[src/rtl/irq_pend_latch8_pkg.sv]
// ============================================================================
//  irq_pkg : shared widths and helpers for the irq_pend_latch8 request front end
//  Rev 1.0 : initial release
// ============================================================================
`default_nettype none

package irq_pkg;

  localparam int N_REQ = 8;
  localparam int ID_W  = 3;
  localparam int CNT_W = 8;

  function automatic logic [N_REQ-1:0] onehot(input logic [ID_W-1:0] id);
    logic [N_REQ-1:0] r;
    r     = '0;
    r[id] = 1'b1;
    return r;
  endfunction

  function automatic logic [3:0] popcount(input logic [N_REQ-1:0] v);
    logic [3:0] c;
    c = '0;
    for (int i = 0; i < N_REQ; i++) begin
      c = c + {3'b000, v[i]};
    end
    return c;
  endfunction

endpackage

`default_nettype wire

[src/rtl/irq_pend_latch8_bit_sync.sv]
// ============================================================================
//  bit_sync : multi-flop synchroniser for one asynchronous line, reset clears all stages
//  Rev 1.0  : initial release
// ============================================================================
`default_nettype none

module bit_sync #(
  parameter int STAGES = 2  // legal 2..3
) (
  input  logic clk,
  input  logic rst,
  input  logic async_i,
  output logic sync_o
);

  logic [STAGES-1:0] chain_q;

  always_ff @(posedge clk) begin
    if (rst) begin
      chain_q <= '0;
    end else begin
      chain_q <= {chain_q[STAGES-2:0], async_i};
    end
  end

  assign sync_o = chain_q[STAGES-1];

endmodule

`default_nettype wire

[src/rtl/irq_pend_latch8.sv]
// ============================================================================
//  irq_pend_latch8 : synchronises 8 request lines into sticky pending bits feeding
//                    the 8->3 priority encoder; ack clears, lost requests are counted
//  Rev 1.0         : initial release
// ============================================================================
`default_nettype none

module irq_pend_latch8
  import irq_pkg::*;
#(
  parameter int SYNC_STAGES = 2,
  parameter bit EDGE_MODE   = 1'b1
) (
  input  logic             clk,
  input  logic             rst,
  input  logic [N_REQ-1:0] req_in,
  input  logic [N_REQ-1:0] mask,
  input  logic             ack,
  input  logic [ID_W-1:0]  ack_id,
  output logic [N_REQ-1:0] pend_out,
  output logic [N_REQ-1:0] pending,
  output logic             any_pend,
  output logic [CNT_W-1:0] drop_cnt
);

  logic [N_REQ-1:0] w_sync;
  logic [N_REQ-1:0] w_ev;
  logic [N_REQ-1:0] w_clr;
  logic [N_REQ-1:0] w_drop;
  logic [CNT_W:0]   w_sum;

  logic [N_REQ-1:0] prev_q;
  logic [N_REQ-1:0] pending_q;
  logic [N_REQ-1:0] pending_d;
  logic [CNT_W-1:0] drop_cnt_q;
  logic [CNT_W-1:0] drop_cnt_d;

  for (genvar i = 0; i < N_REQ; i++) begin : g_sync
    bit_sync #(
      .STAGES (SYNC_STAGES)
    ) u_sync (
      .clk     (clk),
      .rst     (rst),
      .async_i (req_in[i]),
      .sync_o  (w_sync[i])
    );
  end

  always_comb begin
    w_ev   = EDGE_MODE ? (w_sync & ~prev_q) : w_sync;
    w_clr  = ack ? onehot(ack_id) : '0;
    // a fresh event beats a same-cycle ack, so the request is kept, not lost
    pending_d = (pending_q & ~w_clr) | w_ev;
    w_drop    = w_ev & pending_q & ~w_clr;
    w_sum     = {1'b0, drop_cnt_q} + (CNT_W+1)'(popcount(w_drop));
    drop_cnt_d = w_sum[CNT_W] ? '1 : w_sum[CNT_W-1:0];
  end

  always_ff @(posedge clk) begin
    if (rst) begin
      prev_q     <= '0;
      pending_q  <= '0;
      drop_cnt_q <= '0;
    end else begin
      prev_q     <= w_sync;
      pending_q  <= pending_d;
      drop_cnt_q <= drop_cnt_d;
    end
  end

  assign pending  = pending_q;
  assign pend_out = pending_q & mask;
  assign any_pend = |pend_out;
  assign drop_cnt = drop_cnt_q;

endmodule

`default_nettype wire

[config.mk]
export PLATFORM = sky130hd
export DESIGN_NAME = irq_pend_latch8
export DESIGN_NICKNAME = d
export VERILOG_FILES = /design/src/rtl/irq_pend_latch8_pkg.sv /design/src/rtl/irq_pend_latch8_bit_sync.sv /design/src/rtl/irq_pend_latch8.sv
export SDC_FILE = /design/constraint.sdc
export NUM_CORES = 1
export LEC_CHECK = 0
export CAP_MARGIN = 10
export CELL_PAD_IN_SITES_DETAIL_PLACEMENT = 0
export CELL_PAD_IN_SITES_GLOBAL_PLACEMENT = 1
export CORE_MARGIN = 2
export CORE_UTILIZATION = 38
export DETAILED_ROUTE_END_ITERATION = 8
export PLACE_DENSITY = 0.85
export SKIP_CTS_REPAIR_TIMING = 1
export SYNTH_ARGS = -nofsm -noshare
export SYNTH_HDL_FRONTEND = slang
export SYNTH_SLANG_ARGS = --single-unit
[constraint.sdc]
create_clock -name clk -period 6.7 [get_ports clk]
set_clock_uncertainty 0.2 [all_clocks]
set_input_delay 0.67 -clock clk [delete_from_list [all_inputs] [get_ports clk]]
set_output_delay 0.67 -clock clk [all_outputs]
set_load 0.01 [all_outputs]
==> results of run 1 <==
==> placed cells by master (no fill, tap or decap), drive strengths merged <==
| cell | Yosys | final |
|---|---|---|
| buf | 0 | 1 |
| a211o | 1 | 1 |
| nand2 | 2 | 2 |
| and2 | 10 | 10 |
| a221oi | 1 | 1 |
| o21a | 1 | 1 |
| ha | 6 | 6 |
| o21bai | 1 | 1 |
| nor2b | 24 | 24 |
| nor2 | 7 | 7 |
| or3 | 1 | 1 |
| xnor2 | 1 | 1 |
| clkinv | 0 | 2 |
| o31ai | 2 | 2 |
| a21oi | 15 | 15 |
| bufinv | 0 | 1 |
| and4 | 1 | 1 |
| or2 | 3 | 3 |
| nand3 | 1 | 1 |
| inv | 7 | 7 |
| fa | 5 | 5 |
| nor3 | 1 | 1 |
| or4 | 2 | 2 |
| a21o | 3 | 3 |
| dfxtp | 40 | 40 |
| o21ai | 7 | 7 |
| clkdlybuf4s50 | 0 | 46 |
| nand3b | 1 | 1 |
| nand2b | 12 | 12 |
| clkbuf | 4 | 5 |
| xor2 | 1 | 1 |
| a31oi | 2 | 2 |
==> worst max path at each step <==
| stage | slack [ns] | cells past startpoint | from | end |
|---|---|---|---|---|
| after floorplan | 2.04 | 14 | ack_id[0] | drop_cnt[6]$_SDFF_PP0_ |
| after CTS | 1.67 | 15 | ack_id[0] | drop_cnt[5]$_SDFF_PP0_ |
| after global routing | 1.42 | 15 | ack_id[2] | drop_cnt[5]$_SDFF_PP0_ |
| after detailed placement | 1.37 | 15 | ack_id[0] | drop_cnt[6]$_SDFF_PP0_ |
| after global placement | 1.46 | 15 | ack_id[0] | drop_cnt[5]$_SDFF_PP0_ |
| final | 1.66 | 15 | ack_id[0] | drop_cnt[5]$_SDFF_PP0_ |
==> per-layer routing <==
metal | vias to the layer above | routed length (µm) | GRT usage (%)
li1 | 636 | - | -
met1 | 534 | 1350 | 16.2
met2 | 44 | 1340 | 19.9
met3 | 7 | 178 | 4.51
met4 | 0 | 78 | 7.41
met5 | - | 0 | 0
==> flip-flops by register name (all words and copies together), names as in the netlist <==
name	cells
pending	8
drop_cnt	8
prev_q	8
g_sync.u_sync.chain_q	16
==> kinds of logic (layout without fill, tap and decap cells) <==
family / after synthesis / after routing
compound gates: 33 / 33
flops: 40 / 40
buf+inv: 11 / 62
simple gates: 65 / 65
fa+ha+maj: 11 / 11
xor+xnor: 2 / 2
==> synth_stat cells <==
master | number | area share [%]
dfxtp_1 | 40 | 49
nor2b_1 | 24 | 9.3
a21oi_1 | 15 | 4.6
nand2b_1 | 12 | 4.6
and2_1 | 9 | 3.5
inv_1 | 7 | 1.6
nor2_1 | 7 | 1.6
o21ai_0 | 7 | 2.2
ha_1 | 6 | 4.6
fa_1 | 5 | 6.2
clkbuf_1 | 4 | 0.93
a21o_1 | 3 | 1.4
or2_2 | 3 | 1.2
a31oi_1 | 2 | 0.77
nand2_1 | 2 | 0.46
o31ai_1 | 2 | 0.93
or4_1 | 2 | 0.93
a211o_1 | 1 | 0.54
a221oi_1 | 1 | 0.54
and2_4 | 1 | 0.54
and4_1 | 1 | 0.54
nand3_1 | 1 | 0.31
nand3b_1 | 1 | 0.46
nor3_1 | 1 | 0.31
o21a_1 | 1 | 0.46
o21bai_1 | 1 | 0.46
or3_1 | 1 | 0.39
xnor2_1 | 1 | 0.54
xor2_1 | 1 | 0.54
==> final cells by class <==
| class | count | area [µm²] |
|---|---|---|
| well taps | 50 | 62.6 |
| flip-flops and latches | 40 | 801 |
| clock buffers | 5 | 68.8 |
| multi-input cells | 111 | 776 |
| fillers | 353 | 1810 |
| clock inverters | 3 | 47.5 |
| repair buffers | 47 | 468 |
| inverters | 7 | 26.3 |
==> power by group through the flow <==
stage | Sequential, mW | Clock [mW] | Combinational [mW]
final | 0.250 | 0.194 | 0.0491
after global routing | 0.252 | 0.214 | 0.0544
after CTS | 0.251 | 0.202 | 0.0497
after detailed placement | 0.256 | 0 | 0.0494
after global placement | 0.256 | 0 | 0.0491
after floorplan | 0.257 | 0 | 0.0209
==> stage by stage <==
step           area [µm²]  worst slack, ns  power (mW)
2_1_floorplan        1620             2.04       0.278
3_3_place_gp         2130             1.46       0.305
3_5_place_dp         2130             1.37       0.306
4_1_cts              2250             1.67       0.502
5_1_grt              2250             1.42       0.520
6_report             2250             1.66       0.494
==> flow_summary.json, run 1 <==
{
  "htree_levels": 2,
  "seq_power_share_pct": 50.7,
  "worst-path-buf-inv": 3,
  "drv_slew": 0,
  "vias": 1221,
  "critical_path.cell_chain": "clkdlybuf4s50_1 -> nand2b_1 -> o31ai_1 -> nor2_1 -> fa_1 -> inv_1 -> fa_1 -> inv_1 -> fa_1 -> fa_1 -> fa_1 -> a21o_1 -> a21o_1 -> nand2b_1 -> a31oi_1",
  "grt_pass1_wl_um": 5000,
  "cap_violations": 0,
  "antenna_found_initial": 0,
  "grt_pass1_vias": 1150,
  "min_delay_path_depth": 1,
  "ys_seq_elements": 40,
  "yosys_warnings": 0,
  "post_synth_mux_area_share_pct": 0,
  "die_h_um": 69.3,
  "dpl.hpwl_um": 2250,
  "firstDrtPassIters": 4,
  "vdd_drop_max_v": 0.000144,
  "synth_area_um2": 1620,
  "holdWs_ns": 0.238,
  "tightestPinTransition_ns": 0.385,
  "fin_util_pct": 55.4,
  "p_switching_mw": 0.105,
  "ys_seq_area_share_pct": 49.5,
  "p_clk_share_pct": 39.4,
  "numCtsBuffers": 5,
  "finalNonFillerCells": 263,
  "rrSetupSlack_ns": 2.51,
  "nets": 245,
  "p_int_mw": 0.389,
  "path_delay_family": "adder cells",
  "reg2reg_to": "drop_cnt[5]$_SDFF_PP0_",
  "drcViolationCount": 0,
  "synth.avg_cell_area_um2": 9.99,
  "core_area_um2": 4060,
  "io_pins": 47,
  "critical_path_required_ns": 6.66,
  "syn-num-nets": 195,
  "maxSlewHeadroom_pct": 74.3,
  "synth-compound-area-share_pct": 11.9,
  "synth_top_family_by_area": "simple AND/OR/NAND/NOR gates",
  "clkTransAtPathRegs_ns": 0.08,
  "clk_latency_ns": 0.29,
  "syn_inst": 162,
  "dieWidth_um": 69.3,
  "grt_usage_pct": 13.1,
  "period_needed_ns": 5.04,
  "p_comb_share_pct": 9.9,
  "finalSetupViolations": 0,
  "vias_per_cell": 4.64,
  "path_class": "input pin to register",
  "port_buffers": 46,
  "synth-adder-area-share_pct": 10.8,
  "fmax_mhz": 198,
  "gp_congestion": 0.813,
  "die_area_um2": 4800,
  "placed_cells": 255,
  "worstSetupStartpointType": "input pin",
  "min_period_over_period_pct": 75.3,
  "hold_path_class": "register to register",
  "yosysUniqueCellTypes": 29,
  "rr_worst_depth": 13,
  "ant_nets": 0,
  "slowest_stage": "fa_1",
  "row_count": 23,
  "drt_iter0_markers": 44,
  "num_antenna_cells": 0,
  "cp_slowest_stage_delay_ns": 0.54,
  "synth-xor-area-share_pct": 1.08,
  "rsz0062_at_grt": "no",
  "status": "complete, no violations",
  "totalWireLength_um": 2950,
  "yosys.area_share.simple_pct": 24.1,
  "grt_start_max_net_pins": 41,
  "area_growth_pct": 39.1,
  "worstHoldEndpoint": "g_sync[2].u_sync.chain_q[1]$_SDFF_PP0_",
  "tns_ns": 0,
  "crit_path_end_kind": "register",
  "clockBufferDepth": 2,
  "critical_path_arrival_ns": 5.00,
  "initial_core_util_pct": 39.9,
  "swShare_pct": 21.3,
  "clock-sinks": 40,
  "worstHoldStart": "g_sync[2].u_sync.chain_q[0]$_SDFF_PP0_",
  "p_leak_nw": 0.929,
  "cts_tree": "done",
  "grt_overflow": 0,
  "p_per_area_nw_per_um2": 220,
  "wl_per_cell_um": 11.2,
  "root_buffer": "clkbuf_8",
  "drive_gt1_share_pct": 6.10,
  "crit_fanout": 6,
  "cpMostUsedCell": "fa_1",
  "rr_startpoint": "pending[0]$_SDFF_PP0_",
  "hold_violations": 0
}
No activity file was read; power rests on OpenSTA's default activity.
==> run 2: changes to the inputs <==
CORE_UTILIZATION = 31   (was 38)
PLACE_DENSITY = 0.74   (was 0.85)
clock period = 4.45 ns   (was 6.7 ns; I/O delays follow)
==> run 2 against run 1 <==
- sequential power up 51%
- cell count grew 11%
- global-route usage down 2.3 points
- power rose by 56%
- via count is 1.2% higher
- register-to-register slack got worse by 1.9 ns
- largest cell class is now multi-input combinational cells
- highest routed layer unchanged
==> flow_summary.json, run 2 (synthesis results as in run 1) <==
{
  "path_class": "input pin to register",
  "row_count": 26,
  "finalSetupViolations": 0,
  "vdd_drop_max_v": 0.000179,
  "p_per_area_nw_per_um2": 318,
  "clkTransAtPathRegs_ns": 0.07,
  "p_leak_nw": 1.03,
  "drive_gt1_share_pct": 14.3,
  "fillers": 520,
  "dieWidth_um": 76.2,
  "pre_cts_ws_ns": -0.561,
  "grt_usage_pct": 10.8,
  "grt_overflow": 0,
  "rrSetupSlack_ns": 0.62,
  "htree_levels": 2,
  "ant_nets": 0,
  "clockBufferDepth": 2,
  "cp_slowest_stage_delay_ns": 0.53,
  "crit_start": "ack_id[0]",
  "crit_end": "drop_cnt[6]$_SDFF_PP0_",
  "maxSlewHeadroom_pct": 41.4,
  "vias_per_cell": 4.22,
  "area_growth_pct": 49.7,
  "placed_cell_area_um2": 2230,
  "die_area_um2": 5810,
  "p_switching_mw": 0.151,
  "wl_per_cell_um": 10.3,
  "swShare_pct": 19.6,
  "gp_congestion": 0.740,
  "grt_pass1_vias": 1106,
  "cpMostUsedCell": "fa_1",
  "reg2reg_to": "drop_cnt[6]$_SDFF_PP0_",
  "slowest_stage": "fa_1",
  "critical_path.cell_chain": "dlymetal6s2s_1 -> nand2b_4 -> o31ai_4 -> nor2_2 -> fa_1 -> inv_1 -> fa_1 -> inv_1 -> fa_1 -> fa_2 -> fa_2 -> a21o_1 -> a21o_4 -> and4_1 -> nor3_1",
  "drv_slew": 0,
  "critical_path_required_ns": 4.44,
  "io_pins": 47,
  "worstSetupStartpointType": "input pin",
  "antenna_found_initial": 0,
  "clock-sinks": 40,
  "fmax_mhz": 242,
  "crit_fanout": 6,
  "initial_core_util_pct": 31.9,
  "grt_start_max_net_pins": 26,
  "rr_startpoint": "pending[0]$_SDFF_PP0_",
  "largest_reg_flops": 16,
  "drt_iter0_markers": 31,
  "nets": 255,
  "p_int_mw": 0.619,
  "regMostFlops": "g_sync.u_sync.chain_q",
  "cts_tree": "done",
  "crit_path_end_kind": "register",
  "numCtsBuffers": 5,
  "firstDrtPassIters": 4,
  "root_buffer": "clkbuf_8",
  "rsz0062_at_grt": "no",
  "rr_worst_depth": 13,
  "hold_path_class": "register to register",
  "seq_power_share_pct": 49.0,
  "drcViolationCount": 0,
  "port_buffers": 46,
  "power_mw": 0.770,
  "core_area_um2": 5070,
  "p_comb_share_pct": 10.5,
  "hold_violations": 0,
  "mostFrequentLayoutCells": "clkdlybuf4s50_1 (42), dfxtp_1 (40), nor2b_1 (24)",
  "status": "complete, no violations",
  "vias": 1236,
  "final_area_um2": 2420,
  "totalWireLength_um": 3020,
  "tightestPinTransition_ns": 0.876,
  "p_clk_share_pct": 40.5,
  "holdWs_ns": 0.238,
  "cap_violations": 0,
  "grt_pass1_wl_um": 5060,
  "num_antenna_cells": 0,
  "period_needed_ns": 4.14,
  "die_h_um": 76.2,
  "setup_ws_ns": 0.314,
  "layout_commonest_cell": "clkdlybuf4s50_1",
  "clk_latency_ns": 0.28,
  "min_period_over_period_pct": 92.9,
  "dpl.hpwl_um": 2330,
  "critical_path_arrival_ns": 4.13
}
run 2: through the flow:
step	cells	util (%)	TNS (ns)
2_1_floorplan	162	-	0
3_3_place_gp	284	43.9	-4.07
3_5_place_dp	284	43.9	-4.22
4_1_cts	292	46.4	-1.86
5_1_grt	293	47.7	0
6_report	293	47.7	0
run 2: critical path: cells and delay by family:
kind,cells,cell delay [ns]
and+or+nand+nor,4,0.57
buffers and inverters,3,0.25
adders and majority gates,5,2.19
AOI/OAI and AO/OA,3,0.68
run 2: cell type report:
| type | count | area, µm² | area share, % |
|---|---|---|---|
| Tap cell | 70 | 87.6 | 3.62 |
| Inverter | 7 | 26.3 | 1.09 |
| Clock buffer | 7 | 96.3 | 3.98 |
| Multi-Input combinational cell | 111 | 827 | 34.2 |
| Sequential cell | 40 | 801 | 33.1 |
| Clock inverter | 1 | 30.0 | 1.24 |
| Timing Repair Buffer | 57 | 553 | 22.8 |
run 2: how the worst min path moves through the flow:
stage / from / depth (start not counted) / slack, ns / end
floorplan: g_sync[0].u_sync.chain_q[0]$_SDFF_PP0_ / 1 / 0.21 / g_sync[0].u_sync.chain_q[1]$_SDFF_PP0_
global placement: g_sync[1].u_sync.chain_q[0]$_SDFF_PP0_ / 1 / 0.22 / g_sync[1].u_sync.chain_q[1]$_SDFF_PP0_
detailed placement: g_sync[5].u_sync.chain_q[0]$_SDFF_PP0_ / 1 / 0.23 / g_sync[5].u_sync.chain_q[1]$_SDFF_PP0_
CTS: g_sync[5].u_sync.chain_q[0]$_SDFF_PP0_ / 1 / 0.24 / g_sync[5].u_sync.chain_q[1]$_SDFF_PP0_
global route: g_sync[3].u_sync.chain_q[0]$_SDFF_PP0_ / 1 / 0.26 / g_sync[3].u_sync.chain_q[1]$_SDFF_PP0_
finish: g_sync[3].u_sync.chain_q[0]$_SDFF_PP0_ / 1 / 0.24 / g_sync[3].u_sync.chain_q[1]$_SDFF_PP0_
run 2: power groups by stage:
stage	logic, mW	clock network [mW]	registers, mW
global route	0.0896	0.337	0.379
finish	0.0809	0.312	0.377
CTS	0.0801	0.326	0.377
floorplan	0.0315	0	0.386
detailed placement	0.0799	0	0.386
global placement	0.0796	0	0.385
run 2: per-layer routing:
metal | wire, µm | part of all wire [%] | vias up | global-route usage (%)
met1 | 1360 | 45 | 537 | 14.0
met4 | 15 | 0.50 | 0 | 4.36
met3 | 250 | 8.3 | 2 | 4.27
met2 | 1400 | 46 | 41 | 16.2
li1 | - | - | 656 | -
met5 | 0 | 0 | - | 0
==> run 3: changes to the inputs <==
SETUP_SLACK_MARGIN = 0.05   (was unset)
==> run 3 against run 2 <==
- global-route usage is 0.34 points higher
- via count is 0.97% higher
- die area stayed put
- power is 0.96% lower
- cell count is 0.68% higher
- combinational power is 0.7% higher
- count of clock-buffer cells in the layout is 1 lower
- critical path depth stayed put
- critical path type unchanged
- highest routed layer unchanged
==> flow_summary.json, run 3 (synthesis results as in run 1) <==
{
  "mostFrequentLayoutCells": "clkdlybuf4s50_1 (42), dfxtp_1 (40), nor2b_1 (24)",
  "numCtsBuffers": 5,
  "p_comb_share_pct": 10.7,
  "worstSetupStartpointType": "input pin",
  "regMostFlops": "g_sync.u_sync.chain_q",
  "drive_gt1_share_pct": 15.1,
  "p_leak_nw": 1.04,
  "fmax_mhz": 240,
  "grt_usage_pct": 11.2,
  "grt_overflow": 0,
  "dieWidth_um": 76.2,
  "initial_core_util_pct": 31.9,
  "p_int_mw": 0.605,
  "fillers": 514,
  "row_count": 26,
  "wl_per_cell_um": 10.5,
  "area_growth_pct": 50.3,
  "cp_slowest_stage_delay_ns": 0.52,
  "fin_util_pct": 47.9,
  "dpl.hpwl_um": 2360,
  "placed_cell_area_um2": 2220,
  "slowest_stage": "fa_1",
  "vias_per_cell": 4.23,
  "nets": 257,
  "min_period_over_period_pct": 93.6,
  "port_buffers": 46,
  "grt_pass1_wl_um": 5240,
  "vdd_drop_max_v": 0.000148,
  "p_switching_mw": 0.158,
  "vias": 1248,
  "drt_iter0_markers": 34,
  "ant_nets": 0,
  "path_class": "input pin to register",
  "status": "complete, no violations",
  "cts_tree": "done",
  "antenna_found_initial": 0,
  "seq_power_share_pct": 49.4,
  "tightestPinTransition_ns": 0.933,
  "clockBufferDepth": 2,
  "clock-sinks": 40,
  "hold_path_class": "register to register",
  "die_area_um2": 5810,
  "drv_slew": 0,
  "clk_latency_ns": 0.28,
  "grt_pass1_vias": 1177,
  "gp_congestion": 0.799,
  "core_area_um2": 5070,
  "crit_path_end_kind": "register",
  "totalWireLength_um": 3100,
  "clkTransAtPathRegs_ns": 0.08,
  "swShare_pct": 20.7,
  "worst-path-buf-inv": 3,
  "final_area_um2": 2430,
  "p_per_area_nw_per_um2": 314,
  "hold_violations": 0,
  "firstDrtPassIters": 4,
  "cap_violations": 0,
  "holdWs_ns": 0.239,
  "crit_fanout": 6,
  "critical_path.cell_chain": "dlymetal6s2s_1 -> nand2b_4 -> o31ai_4 -> nor2_2 -> fa_1 -> inv_1 -> fa_1 -> inv_1 -> fa_1 -> fa_2 -> fa_2 -> a21o_1 -> a21o_4 -> and4_1 -> nor3_2",
  "multi_input_area_um2": 828,
  "power_mw": 0.763,
  "critical_path_required_ns": 4.45,
  "regArea_um2": 801,
  "p_clk_share_pct": 39.9,
  "critical_path_arrival_ns": 4.16,
  "maxSlewHeadroom_pct": 37.6,
  "drcViolationCount": 0,
  "finalSetupViolations": 0,
  "htree_levels": 2,
  "grt_start_max_net_pins": 28,
  "num_antenna_cells": 0,
  "cpMostUsedCell": "fa_1",
  "rsz0062_at_grt": "no",
  "path_delay_family": "adder cells",
  "layout_commonest_cell": "clkdlybuf4s50_1",
  "root_buffer": "clkbuf_8",
  "tns_ns": 0,
  "largest_reg_flops": 16,
  "io_pins": 47,
  "period_needed_ns": 4.17,
  "die_h_um": 76.2
}
run 3: final timing paths:
check                                          from                                     end  cells after the start  slack, ns
max                                       ack_id[0]                  drop_cnt[6]$_SDFF_PP0_                     15       0.28
min          g_sync[6].u_sync.chain_q[0]$_SDFF_PP0_  g_sync[6].u_sync.chain_q[1]$_SDFF_PP0_                      1       0.24
max reg2reg                    prev_q[0]$_SDFF_PP0_                  drop_cnt[6]$_SDFF_PP0_                     13       0.56
min reg2reg  g_sync[6].u_sync.chain_q[0]$_SDFF_PP0_  g_sync[6].u_sync.chain_q[1]$_SDFF_PP0_                      1       0.24
run 3: final cells by class:
cell class	instances	share of cell area, %
Clock buffer	6	3.40
Clock inverter	2	1.59
Inverter	7	1.08
Multi-Input combinational cell	111	34.1
Sequential cell	40	32.9
Tap cell	70	3.60
Timing Repair Buffer	59	23.4
run 3: routing by layer:
layer / track usage [%] / wire [µm] / vias up
met5: 0 / 0 / -
met1: 14.3 / 1510 / 537
met4: 3.82 / 38 / 0
met3: 4.62 / 218 / 4
met2: 17.0 / 1330 / 45
li1: - / - / 662
run 3: power groups by stage:
stage	Combinational, mW	Clock, mW	Sequential [mW]
2_1_floorplan	0.0317	0	0.386
3_3_place_gp	0.0791	0	0.386
3_5_place_dp	0.0797	0	0.386
4_1_cts	0.0799	0.315	0.377
5_1_grt	0.0901	0.326	0.379
6_report	0.0815	0.304	0.377
run 3: per-stage QoR:
| stage | cells | worst slack (ns) |
|---|---|---|
| detailed placement | 283 | -0.505 |
| CTS | 291 | -0.251 |
| global route | 295 | 0.163 |
| floorplan | 162 | 0.0581 |
| finish | 295 | 0.284 |
| global placement | 283 | -0.451 |
